==> src/rtl/fetch_queue_pkg.sv <==
// Shared types and default sizing for the instruction prefetch queue.
// Entries pair a fetched instruction with the return PC of its fetch address.
package fetch_queue_pkg;

  localparam int PC_W    = 12;
  localparam int INSTR_W = 19;
  localparam int DEPTH   = 4;
  localparam int CNT_W   = $clog2(DEPTH) + 1;

  typedef enum logic {
    IDLE = 1'b0,
    RUN  = 1'b1
  } fq_state_e;

  typedef struct packed {
    logic [INSTR_W-1:0] instr;
    logic [PC_W-1:0]    ret_pc;
  } fq_entry_t;

endpackage

==> src/rtl/fetch_queue_if.sv <==
// Bundles the instruction-memory port, the decode redirect, and the IF/ID handshake.
// The queue sits on the slave side; decode, memory and the bench drive the master side.
interface fetch_queue_if;
  import fetch_queue_pkg::*;

  logic [PC_W-1:0]    imem_addr;
  logic [INSTR_W-1:0] imem_rdata;
  logic               redirect;
  logic [PC_W-1:0]    redirect_pc;
  logic               deq;
  logic               out_valid;
  logic [INSTR_W-1:0] out_instr;
  logic [PC_W-1:0]    out_pc;
  logic [CNT_W-1:0]   count;

  modport slave (
    input  imem_rdata, redirect, redirect_pc, deq,
    output imem_addr, out_valid, out_instr, out_pc, count
  );

  modport master (
    output imem_rdata, redirect, redirect_pc, deq,
    input  imem_addr, out_valid, out_instr, out_pc, count
  );
endinterface

==> src/rtl/fq_fifo.sv <==
// Generic synchronous FIFO with flush; the head word reads as zero when empty.
// Callers must not push into a full FIFO unless they pop in the same cycle.
module fq_fifo #(
  parameter int DEPTH = 4,
  parameter int W     = 31
) (
  input  logic                   clk,
  input  logic                   rst,
  input  logic                   push,
  input  logic                   pop,
  input  logic                   flush,
  input  logic [W-1:0]           din,
  output logic [W-1:0]           dout,
  output logic [$clog2(DEPTH):0] count
);
  localparam int AW = $clog2(DEPTH);

  logic [W-1:0]  mem_q [DEPTH];
  logic [AW-1:0] rd_q, wr_q;
  logic [AW:0]   cnt_q;

  always_ff @(posedge clk or negedge rst) begin
    if (!rst) begin
      rd_q  <= '0;
      wr_q  <= '0;
      cnt_q <= '0;
    end else if (flush) begin
      rd_q  <= '0;
      wr_q  <= '0;
      cnt_q <= '0;
    end else begin
      if (push) wr_q <= wr_q + 1'b1;
      if (pop)  rd_q <= rd_q + 1'b1;
      cnt_q <= cnt_q + (AW+1)'(push) - (AW+1)'(pop);
    end
  end

  // Storage carries no reset; validity is tracked entirely by cnt_q.
  always_ff @(posedge clk) begin
    if (push && !flush) mem_q[wr_q] <= din;
  end

  assign dout  = (cnt_q != '0) ? mem_q[rd_q] : '0;
  assign count = cnt_q;

endmodule

==> src/rtl/fetch_queue.sv <==
// Prefetch stage: walks the fetch PC through instruction memory and buffers
// {instr, PC+1} entries for IF/ID; a decode redirect flushes and retargets fetch.
module fetch_queue
  import fetch_queue_pkg::*;
(
  input  logic           clk,
  input  logic           rst,
  input  logic           start,
  fetch_queue_if.slave   bus
);
  fq_state_e        state_q;
  logic [PC_W-1:0]  fpc_q, fpc_d;
  logic             push, pop;
  logic [CNT_W-1:0] cnt;
  fq_entry_t        wr_entry, rd_entry;

  // Redirect outranks both sides; a full queue still accepts when its head leaves.
  assign pop  = bus.deq & bus.out_valid & ~bus.redirect;
  assign push = (state_q == RUN) & ~bus.redirect & ((cnt < CNT_W'(DEPTH)) | pop);

  always_comb begin
    fpc_d = fpc_q;
    if (bus.redirect)  fpc_d = bus.redirect_pc;
    else if (push)     fpc_d = fpc_q + 1'b1;
  end

  always_ff @(posedge clk or negedge rst) begin
    if (!rst) begin
      state_q <= IDLE;
      fpc_q   <= '0;
    end else begin
      fpc_q <= fpc_d;
      case (state_q)
        IDLE:    if (start) state_q <= RUN;
        RUN:     state_q <= RUN;
        default: state_q <= IDLE;
      endcase
    end
  end

  assign wr_entry.instr  = bus.imem_rdata;
  assign wr_entry.ret_pc = fpc_q + 1'b1;

  fq_fifo #(
    .DEPTH (DEPTH),
    .W     ($bits(fq_entry_t))
  ) u_fifo (
    .clk   (clk),
    .rst   (rst),
    .push  (push),
    .pop   (pop),
    .flush (bus.redirect),
    .din   (wr_entry),
    .dout  (rd_entry),
    .count (cnt)
  );

  assign bus.imem_addr = fpc_q;
  assign bus.out_valid = (cnt != '0);
  assign bus.out_instr = rd_entry.instr;
  assign bus.out_pc    = rd_entry.ret_pc;
  assign bus.count     = cnt;

endmodule
==> src/flat_wrapper.sv <==
// flat-port wrapper written by rule: the top's interface ports become plain ports
module fetch_queue_flat import fetch_queue_pkg::*;
  (clk, rst, start, bus_imem_rdata, bus_redirect, bus_redirect_pc, bus_deq, bus_imem_addr, bus_out_valid, bus_out_instr, bus_out_pc, bus_count);
  fetch_queue_if bus_i ();
  input  logic clk;
  input  logic rst;
  input  logic start;
  input wire logic [$bits(bus_i.imem_rdata)-1:0] bus_imem_rdata;
  input wire logic [$bits(bus_i.redirect)-1:0] bus_redirect;
  input wire logic [$bits(bus_i.redirect_pc)-1:0] bus_redirect_pc;
  input wire logic [$bits(bus_i.deq)-1:0] bus_deq;
  output wire logic [$bits(bus_i.imem_addr)-1:0] bus_imem_addr;
  output wire logic [$bits(bus_i.out_valid)-1:0] bus_out_valid;
  output wire logic [$bits(bus_i.out_instr)-1:0] bus_out_instr;
  output wire logic [$bits(bus_i.out_pc)-1:0] bus_out_pc;
  output wire logic [$bits(bus_i.count)-1:0] bus_count;
  assign bus_i.imem_rdata = bus_imem_rdata;
  assign bus_i.redirect = bus_redirect;
  assign bus_i.redirect_pc = bus_redirect_pc;
  assign bus_i.deq = bus_deq;
  assign bus_imem_addr = bus_i.imem_addr;
  assign bus_out_valid = bus_i.out_valid;
  assign bus_out_instr = bus_i.out_instr;
  assign bus_out_pc = bus_i.out_pc;
  assign bus_count = bus_i.count;
  fetch_queue u_core (.clk(clk), .rst(rst), .start(start), .bus(bus_i));
endmodule
==> config.mk <==
export PLATFORM = sky130hd
export DESIGN_NAME = fetch_queue_flat
export DESIGN_NICKNAME = d
export VERILOG_FILES = /design/src/rtl/fetch_queue_pkg.sv /design/src/rtl/fetch_queue_if.sv /design/src/rtl/fq_fifo.sv /design/src/rtl/fetch_queue.sv /design/src/flat_wrapper.sv
export SDC_FILE = /design/constraint.sdc
export NUM_CORES = 1
export LEC_CHECK = 0
export ABC_AREA = 1
export BUFFER_PORTS_ARGS = -buffer_cell sky130_fd_sc_hd__buf_2
export CAP_MARGIN = 15
export CORE_UTILIZATION = 40
export DETAILED_ROUTE_END_ITERATION = 12
export PLACE_DENSITY_LB_ADDON = 0.08
export SETUP_SLACK_MARGIN = 0.3
export SYNTH_ARGS = -nofsm -noshare
export SYNTH_HDL_FRONTEND = slang
export SYNTH_SLANG_ARGS = --single-unit
==> constraint.sdc <==
create_clock -name clk -period 2.9 [get_ports clk]
set_input_delay 0.58 -clock clk [delete_from_list [all_inputs] [get_ports clk]]
set_output_delay 0.58 -clock clk [all_outputs]
set_load 0.02 [all_outputs]
==> flow_summary.ini <==
[final_layout]
multi_input_area_sq_um = 1650
layout_commonest_cell = nor2_1
n_fill_cell = 1325
areaGrowthSynthToFinish_pct = 21.2
regArea_sq_um = 4230
layout.nets = 678
drive_gt1_frac = 0.225
final_cell_mix = nor2_1 (133), edfxtp_1 (124), buf_2 (82), nand2_1 (53), o21ai_1 (44)
num_antenna_cells = 0

[synthesis]
synthCells = 548
async_flop_share = 0.139
synth_enable_flop_cells = 124
avgSynthCellArea_sq_um = 11.2
syn_nets = 591
ys_types = 33
yosysWarnings = 0
ys_seq_elements = 144
syn_area_sq_um = 6110
seq_area_frac_synth = 0.691
synthFlopType = edfxtp_1

[floorplan]
ios = 83
die_area_sq_um = 15800
rows = 44
die_x_microns = 126
initial_utilization = 0.416
die_h_microns = 126
coreArea_sq_um = 14700

[critical_path]
r2r_end = u_core.u_fifo.count[2]
startpoint_type = flip-flop
rrSetupSlack_ns = 0.82
crit_type = flip-flop to primary output
crit_required_ns = 2.32
cp-end-kind = primary output
reg2regPathDepth = 10
worst_r2r_startpoint = u_core.u_fifo.count[1]
arrival_ns = 1.82
crit_fanout = 31

[cts]
ctsHoldBuffers = 0
cts_root_buf = clkbuf_16
clock_latency_ns = 0.42
cts_made_buffers = 17
cts_setup_buffers = 0
numClockSinks = 144
cts_tree = yes
cts_buffer_depth = 2
cts-htree-levels = 4
clk_pin_slew_ns = 0.06

[timing]
layout_min_cycle_time_ns = 2.40
hold_viol = 0
rsz0062_at_grt = no
maxSlewViolCount = 0
worst_slew_pin_slew_ns = 0.527
max_slew_margin = 0.648
setup_violations = 0
clock_skew_ns = 0.00681
fmax_ghz = 0.416
post-route-period-util = 0.829
setup_tns_ns = 0

[drt]
vias = 4111
drtAntennaViolNets = 0
drcViolationCount = 3
finalWirelength_microns = 13400
wl_per_cell_microns = 16.1
detail_route.vias_per_cell = 4.94
drt_iter0_markers = 193
firstDrtPassIters = 8

[pwr]
powerDensity_nw_per_um2 = 1020
seqPwrFrac = 0.376
combinationalPowerShare = 0.327
power.internal_mw = 4.87
p_total_mw = 7.59
ir_worst_vdd_mv = 0.635
clockPowerShare = 0.297
p_sw_mw = 2.73
p_leak_nw = 2.93
switching_share = 0.359

[global_route]
overflow = 0
grt_max_degree = 63
grt_pass1_vias = 4192
antenna_found_initial = 0
grt_pass1_wl_microns = 21800
grtUsageTotal = 0.184

[min_path]
hold_path.class = input pin to asynchronous set/reset pin

[outcome]
violations = DRC
run_status = complete, but fails checks

[placed_design]
dpl.hpwl_microns = 8220
io_buffers = 82
routabilityCongestion = 0.778

[job]
cap_violations = 0
Yosys cell counts, drive strengths merged, types with 2 or more instances:
library cell	count	area (sq um)
xor2	3	33.8
nand4	2	12.5
nor3	3	15.0
nand3	20	110
nand2	55	211
o21ai	71	355
nor2	140	552
clkbuf	12	45.0
inv	31	119
ha	6	75.1
dfrtp	20	500
a21oi	34	170
and2	5	31.3
edfxtp	124	3720
buf	15	101
cell type report:
class,instances,area share
sequential,144,0.570
multi-input combinational,345,0.223
timing repair buffer,95,0.0753
clock buffer,17,0.0574
tap,184,0.0311
clock inverter,15,0.0262
inverter,32,0.0172
worst max-delay path by stage:
stage	to	startpoint	slack [ns]
after floorplan	u_core.u_fifo.mem_q[0][0]	bus_redirect	0.08
after global placement	bus_out_pc[5]	u_core.u_fifo.rd_q[0]	0.66
after detailed placement	bus_out_pc[5]	u_core.u_fifo.rd_q[0]	0.66
after CTS	bus_out_instr[7]	u_core.u_fifo.rd_q[0]	0.32
after global routing	bus_out_instr[5]	u_core.u_fifo.rd_q[0]	0.34
final	bus_out_pc[0]	u_core.u_fifo.count[1]	0.50
power groups by stage:
stage,combinational (mW),sequential [mW],clock (mW)
2_1_floorplan,1.57,2.94,0
3_3_place_gp,2.48,2.89,0
3_5_place_dp,2.50,2.90,0
4_1_cts,2.51,2.86,2.30
5_1_grt,2.76,2.90,2.37
6_report,2.48,2.86,2.25
logic make-up after synthesis:
family / after synthesis / share of synthesized area
AOI/OAI and AO/OA: 106 / 0.0870
adders and majority gates: 7 / 0.0156
and+or+nand+nor: 228 / 0.156
DFF: 144 / 0.691
buffers and inverters: 59 / 0.0440
xor gates and xnor gates: 4 / 0.00696
metrics by stage:
stage	worst slack, ns	cells	util	hold WS, ns	cell area (sq um)
finish	0.496	832	0.504	0.114	7410
global route	0.341	832	0.504	0.149	7410
CTS	0.319	832	0.503	0.122	7400
detailed placement	0.658	800	0.461	0.536	6780
global placement	0.664	800	0.461	0.523	6780
floorplan	0.0772	548	-	0.284	6110
critical path: stages (launching register included):
cell,delay (ns)
dfrtp_1,0.44
nor2_1,0.11
nand2_1,0.10
inv_1,0.06
buf_4,0.37
a21oi_1,0.12
buf_2,0.19
per-layer routing:
metal  share of wire  up-vias  GRT usage
met5               0        -          0
met4           0.018        0     0.0753
met3           0.042       22     0.0408
met2            0.47       85      0.298
met1            0.47     1958      0.241
li1                -     2046          -
flip-flops by register name (all words and copies together) (netlist names):
name	flops
u_core.state_q	1
u_core.u_fifo.mem_q	124
u_core.bus.imem_addr	12
u_core.u_fifo.count	3
u_core.u_fifo.rd_q	2
u_core.u_fifo.wr_q	2
what timing repair did:
item	4_1_cts	5_1_grt
gates cloned	0	0
gates resized for setup	1	7
endpoints found under the setup margin	22	22
Note: power is estimated with default switching activity, not from simulation.
